**src/rtl/mem_wb_stage_pkg.sv**
```systemverilog
// ============================================================================
//  Module      : mem_wb_stage_pkg
//  Description : Shared constants and state encoding for the memory/writeback stage.
//  Revision    : 1.0
// ============================================================================
`default_nettype none

package mem_wb_stage_pkg;

    localparam int MW_ADDR_SIZE = 8;

    typedef enum logic [1:0] {
        MW_IDLE      = 2'd0,
        MW_REQ       = 2'd1,
        MW_WAIT_DATA = 2'd2,
        MW_WB        = 2'd3
    } mw_state_t;

endpackage

`default_nettype wire

```
**src/rtl/mem_wb_stage_mem_port_ctrl.sv**
```systemverilog
// ============================================================================
//  Module      : mem_port_ctrl
//  Description : Data-memory ready/valid handshake FSM and request registers.
//  Revision    : 1.0
// ============================================================================
`default_nettype none

module mem_port_ctrl
    import mem_wb_stage_pkg::*;
#(
    parameter int REG_SIZE  = 16,
    parameter int ADDR_SIZE = MW_ADDR_SIZE
) (
    input  logic                 clk,
    input  logic                 reset,
    input  logic                 start,
    input  logic                 start_is_load,
    input  logic [ADDR_SIZE-1:0] start_addr,
    input  logic [REG_SIZE-1:0]  start_wdata,
    input  logic                 mem_ready,
    input  logic                 mem_rdata_valid,
    output logic [1:0]           state,
    output logic                 capture,
    output logic                 mem_req,
    output logic                 mem_we,
    output logic [ADDR_SIZE-1:0] mem_addr,
    output logic [REG_SIZE-1:0]  mem_wdata
);

    mw_state_t state_q;
    mw_state_t state_d;

    always_ff @(posedge clk or posedge reset) begin
        if (reset) begin
            state_q <= MW_IDLE;
        end else begin
            state_q <= state_d;
        end
    end

    // Request fields are only loaded on acceptance, so they stay stable for the whole REQ phase.
    always_ff @(posedge clk or posedge reset) begin
        if (reset) begin
            mem_we    <= 1'b0;
            mem_addr  <= '0;
            mem_wdata <= '0;
        end else if (start) begin
            mem_we    <= ~start_is_load;
            mem_addr  <= start_addr;
            mem_wdata <= start_wdata;
        end
    end

    always_comb begin
        state_d = state_q;
        capture = 1'b0;
        case (state_q)
            MW_IDLE: begin
                if (start) begin
                    state_d = MW_REQ;
                end
            end
            MW_REQ: begin
                if (mem_ready) begin
                    if (mem_we) begin
                        state_d = MW_IDLE;
                    end else if (mem_rdata_valid) begin
                        capture = 1'b1;
                        state_d = MW_WB;
                    end else begin
                        state_d = MW_WAIT_DATA;
                    end
                end
            end
            MW_WAIT_DATA: begin
                if (mem_rdata_valid) begin
                    capture = 1'b1;
                    state_d = MW_WB;
                end
            end
            MW_WB: begin
                state_d = MW_IDLE;
            end
            default: begin
                state_d = MW_IDLE;
            end
        endcase
    end

    assign mem_req = (state_q == MW_REQ);
    assign state   = state_q;

endmodule

`default_nettype wire

```
**src/rtl/mem_wb_stage.sv**
```systemverilog
// ============================================================================
//  Module      : mem_wb_stage
//  Description : Memory/writeback stage feeding the register-file writeback bus.
//  Revision    : 1.0
// ============================================================================
`default_nettype none

module mem_wb_stage
    import mem_wb_stage_pkg::*;
#(
    parameter int REG_SIZE     = 16,
    parameter int REG_PTR_SIZE = 3,
    parameter int ADDR_SIZE    = MW_ADDR_SIZE
) (
    input  logic                    clk,
    input  logic                    reset,
    input  logic                    X_valid,
    input  logic [REG_PTR_SIZE-1:0] X_insn_dst,
    input  logic [REG_PTR_SIZE-1:0] X_insn_src_0,
    input  logic                    X_insn_is_F1,
    input  logic                    X_insn_is_F2,
    input  logic                    X_is_load,
    input  logic                    X_is_store,
    input  logic [REG_SIZE-1:0]     X_alu_result,
    input  logic [REG_SIZE-1:0]     X_store_data,
    output logic                    M_stall,
    output logic                    mem_req,
    output logic                    mem_we,
    output logic [ADDR_SIZE-1:0]    mem_addr,
    output logic [REG_SIZE-1:0]     mem_wdata,
    input  logic                    mem_ready,
    input  logic                    mem_rdata_valid,
    input  logic [REG_SIZE-1:0]     mem_rdata,
    output logic [REG_SIZE-1:0]     W_result,
    output logic [REG_PTR_SIZE-1:0] MW_insn_dst,
    output logic [REG_PTR_SIZE-1:0] MW_insn_src_0,
    output logic                    MW_insn_is_F1,
    output logic                    MW_insn_is_F2
);

    logic [1:0]              state;
    logic                    capture;
    logic                    accept;
    logic                    is_mem;
    logic [REG_PTR_SIZE-1:0] pend_dst;
    logic [REG_PTR_SIZE-1:0] pend_src_0;
    logic                    pend_f1;
    logic                    pend_f2;

    assign M_stall = (state != MW_IDLE);
    assign accept  = X_valid & ~M_stall;
    assign is_mem  = X_is_load | X_is_store;

    mem_port_ctrl #(
        .REG_SIZE  (REG_SIZE),
        .ADDR_SIZE (ADDR_SIZE)
    ) u_mem_port_ctrl (
        .clk             (clk),
        .reset           (reset),
        .start           (accept & is_mem),
        .start_is_load   (X_is_load),
        .start_addr      (X_alu_result[ADDR_SIZE-1:0]),
        .start_wdata     (X_store_data),
        .mem_ready       (mem_ready),
        .mem_rdata_valid (mem_rdata_valid),
        .state           (state),
        .capture         (capture),
        .mem_req         (mem_req),
        .mem_we          (mem_we),
        .mem_addr        (mem_addr),
        .mem_wdata       (mem_wdata)
    );

    // Write flags of a memory op are parked here; a store parks zeros so it never strobes.
    always_ff @(posedge clk or posedge reset) begin
        if (reset) begin
            pend_dst   <= '0;
            pend_src_0 <= '0;
            pend_f1    <= 1'b0;
            pend_f2    <= 1'b0;
        end else if (accept && is_mem) begin
            pend_dst   <= X_insn_dst;
            pend_src_0 <= X_insn_src_0;
            pend_f1    <= X_insn_is_F1 & X_is_load;
            pend_f2    <= X_insn_is_F2 & X_is_load;
        end
    end

    always_ff @(posedge clk or posedge reset) begin
        if (reset) begin
            W_result      <= '0;
            MW_insn_dst   <= '0;
            MW_insn_src_0 <= '0;
            MW_insn_is_F1 <= 1'b0;
            MW_insn_is_F2 <= 1'b0;
        end else begin
            MW_insn_is_F1 <= 1'b0;
            MW_insn_is_F2 <= 1'b0;
            if (accept && !is_mem) begin
                W_result      <= X_alu_result;
                MW_insn_dst   <= X_insn_dst;
                MW_insn_src_0 <= X_insn_src_0;
                MW_insn_is_F1 <= X_insn_is_F1;
                MW_insn_is_F2 <= X_insn_is_F2;
            end else if (capture) begin
                W_result      <= mem_rdata;
                MW_insn_dst   <= pend_dst;
                MW_insn_src_0 <= pend_src_0;
                MW_insn_is_F1 <= pend_f1;
                MW_insn_is_F2 <= pend_f2;
            end
        end
    end

endmodule

`default_nettype wire
```
**config.mk**
```make
export PLATFORM = sky130hd
export DESIGN_NAME = mem_wb_stage
export DESIGN_NICKNAME = d
export VERILOG_FILES = /design/src/rtl/mem_wb_stage_pkg.sv /design/src/rtl/mem_wb_stage_mem_port_ctrl.sv /design/src/rtl/mem_wb_stage.sv
export SDC_FILE = /design/constraint.sdc
export NUM_CORES = 1
export LEC_CHECK = 0
export ABC_AREA = 1
export CORE_ASPECT_RATIO = 0.9
export CORE_UTILIZATION = 47
export CTS_CLUSTER_SIZE = 40
export DETAILED_ROUTE_END_ITERATION = 10
export PLACE_DENSITY = 0.86
export SLEW_MARGIN = 20
export SYNTH_ARGS = -nofsm -noshare
export SYNTH_HDL_FRONTEND = slang
export SYNTH_HIERARCHICAL = 1
export SYNTH_SLANG_ARGS = --single-unit
```
**constraint.sdc**
```tcl
create_clock -name clk -period 2.99 [get_ports clk]
set_input_delay 0.4485 -clock clk [delete_from_list [all_inputs] [get_ports clk]]
set_output_delay 0.4485 -clock clk [all_outputs]
set_load 0.02 [all_outputs]
```
==> implementation parameters <==
Parameter                              Value

Finish
  Filler-free cell count of the finished design ... between 500 and 600
  Final layout net count ... 560
  Share of final-layout standard cells stronger than drive strength 1 ... 0.0584
  Area taken by multi-input logic gates ... approximately 0.0012 mm^2
  Final Instance Area ... 0.00424 mm^2
  Filler instances ... 443
  Antenna diodes ... 0
  Area overhead of the layout relative to synthesis ... 46.2%
  Area taken by flip-flops and latches ... about 0.0015 mm^2

STA
  RSZ-0062 raised after global routing ... no
  Final Hold Slack ... 0.359 ns
  Max Clk Rate ... 0.451 GHz
  Final hold viol count ... 0
  Max Transition Viols Final ... 0
  Period Utilization, post-route ... 0.742
  Setup Total Neg Slack ... 0 ns
  Transition time of the tightest slew-check pin ... 0.704 ns
  Fin crit period ... 2.22 ns
  Final count of negative-setup-slack endpoints ... 0
  Tightest slew margin relative to the limit ... 0.530
  Setup clock skew after layout ... 0.0106 ns

Synthesis
  Number of distinct library cells after synthesis ... 18
  Mean area per synthesized cell ... about 7.6 um^2
  Number of storage elements in the synthesis netlist ... just under 60
  Synth async-reset ratio ... 1.00
  Seq/Total Area, Yosys ... 0.510
  Main flop type after synthesis ... dfrtp_1
  Number of warnings printed during yosys synthesis ... 6
  Top cell type's share of synthesized area ... 0.510
  Yosys top cell by area ... dfrtp_1
  Count of flip-flops with a built-in enable after synthesis ... 0
  Total standard cell area after synthesis ... 0.00290 mm^2
  Top area cells in the synthesized netlist ... dfrtp_1 (51%), nand2_1 (24%), nand4_1 (5.2%)
  Synth Instances ... 383
  Post-synth net total ... 450

Floorplanning
  Die Y-Extent ... 76.5 um
  Effective utilization at floorplan ... 0.497
  Overall die area ... 0.00648 mm^2
  Horiz. Die Dim ... 84.8 um
  Top-Level Pins ... 114
  Floorplan core area ... 0.00582 mm^2
  # rows ... 26

GRT
  Total track usage ... 0.253
  Pin count of the biggest net entering global routing ... 48
  Antenna violations before repair ... 0
  Remaining global-route overflow ... 0
  Wire length of the first global-routing pass ... 12.8 mm
  Vias in the first global route ... 2,628

Clocking
  CTS sink count ... 59
  CTS root buf ... clkbuf_8
  CTS H-tree depth ... 3
  Post-cts resize count ... 0
  Worst-skew pair later-pin latency ... 0.34 ns
  Buffer depth of the longest clock path ... 2
  Number of buffers inserted during clock tree synthesis ... 9
  TritonCTS clock tree ... yes
  Number of buffers added to fix hold violations after cts ... 0
  Post-CTS setup buffer count ... 0
  Post-CTS clock slew at the launch and capture registers of the worst setup and hold paths ... 0.07 ns

Placed design
  Port bufs ... 113
  Gpl congestion ... around 0.80
  Post-placement cell area ... 0.00408 mm^2
  Detailed Place HPWL ... 5.49 mm
  Count of placed standard cells including taps ... 552

Routing
  DRC errors left ... 7
  Routed via count divided by cell count ... approximately 5
  Detailed-route wire length per cell ... 13.8 um
  Drt first-iter violations ... 203
  Antenna Nets Post-Route ... 0
  Via count ... 2,836
  Detailed-route wire length ... about 7.8 mm
  First-pass detailed-route iteration total ... 9

Setup path
  Largest fanout on the critical path ... 5
  Sort of element at the start of the critical path ... flop
  CP top delay family ... buffers and inverters
  Cell Chain, Critical Path ... inv_1 -> ha_1 -> clkdlybuf4s50_1
  CP Data Required Time ... 2.54 ns
  Arrival @ worst endpoint ... 1.77 ns
  Max stage delay on crit path ... 0.62 ns
  Buffers and inverters on the worst path ... 2
  Critical path endpoint category ... output port
  Number of cells on the critical path ... 3
  Crit Path Category ... reg2out
  Cell with the largest stage delay on the worst path ... clkdlybuf4s50_1
  Length in cells of the worst reg-to-reg path ... 7

Status
  Status ... finished with violations
  Violated checks ... DRC

Hold path
  Type of the worst min-delay path ... in2async

Power and ir drop
  Leakage power ... between 2 and 2.5 nW
  VDD IR max ... 0.566 mV
  Power density cells ... between 900 and 1000 mW/mm^2
  Total power of the final layout ... 4.07 mW

Job
  Number of maximum-capacitance violations ... 0
worst paths after layout:
kind,to,slack (ns),start
setup / recovery,mem_req,0.77,flop
min in group clk,u_mem_port_ctrl/mem_wdata[5],0.48,u_mem_port_ctrl/mem_wdata[5]
setup reg to reg,W_result[5],1.01,u_mem_port_ctrl/state[0]
hold / removal,u_mem_port_ctrl/mem_addr[4],0.36,reset
max in group asynchronous,u_mem_port_ctrl/mem_addr[5],2.06,reset
hold reg to reg,u_mem_port_ctrl/mem_wdata[5],0.48,u_mem_port_ctrl/mem_wdata[5]
synth_stat cells, types with 2 or more instances:
cell / count
inv_1: 37
dfrtp_1: 59
nand3_1: 29
ha_1: 4
nor2_4: 2
nand2_4: 2
nor2_2: 2
clkbuf_1: 10
nand2_1: 189
buf_4: 3
buf_2: 8
o21ai_0: 9
nand4_1: 24
power breakdown:
part	switching, mW	internal (mW)	total [mW]
logic	1.14	0.914	2.05
registers	0.223	1.17	1.39
clock network	0.306	0.315	0.620
total	1.67	2.40	4.07
routing by layer:
layer / share of wire / global-route usage / vias up / wire length [um]
met3: 0.047 / 0.0336 / 17 / 367
met5: 0 / 0 / - / 0
met4: 0.025 / 0.114 / 0 / 196
met1: 0.43 / 0.341 / 1323 / 3320
li1: - / - / 1413 / -
met2: 0.50 / 0.407 / 83 / 3910
logic make-up after synthesis:
family,Yosys count,synth area share
flops,59,0.510
fa+ha+maj,4,0.0173
buf+inv,60,0.0860
simple gates,249,0.368
compound gates,11,0.0190
through the flow:
step / util / setup slack (ns)
after floorplan: - / 1.11
after global placement: 0.700 / 0.879
after detailed placement: 0.700 / 0.825
after CTS: 0.727 / 0.758
after global routing: 0.727 / 0.700
final: 0.727 / 0.771
state kept, by name, summed over array words and instances, names as in the netlist, named ones only:
| register | flops |
|---|---|
| MW_insn_dst | 3 |
| MW_insn_is_F1 | 1 |
| MW_insn_is_F2 | 1 |
| MW_insn_src_0 | 3 |
| W_result | 16 |
| pend_dst | 3 |
| pend_f1 | 1 |
| pend_f2 | 1 |
| pend_src_0 | 3 |
| u_mem_port_ctrl/mem_addr | 8 |
| u_mem_port_ctrl/mem_wdata | 16 |
| u_mem_port_ctrl/mem_we | 1 |
| u_mem_port_ctrl/state | 1 |
placed cells by master (no fill, tap or decap), drive strengths merged:
cell type,n
clkinv,3
ha,4
nor2,5
o21ai,10
clkdlybuf4s50,113
nand2,191
inv,38
buf,8
dfrtp,59
clkbuf,12
nand3,29
nand4,24
a21oi,1
final cells by class:
class                   count  area share
flip-flops and latches     59       0.349
repair buffers            121       0.281
multi-input cells         264       0.277
clock buffers              12      0.0343
inverters                  38      0.0343
well taps                  70      0.0207
clock inverters             3     0.00355
(Power assumes the default switching activity.)
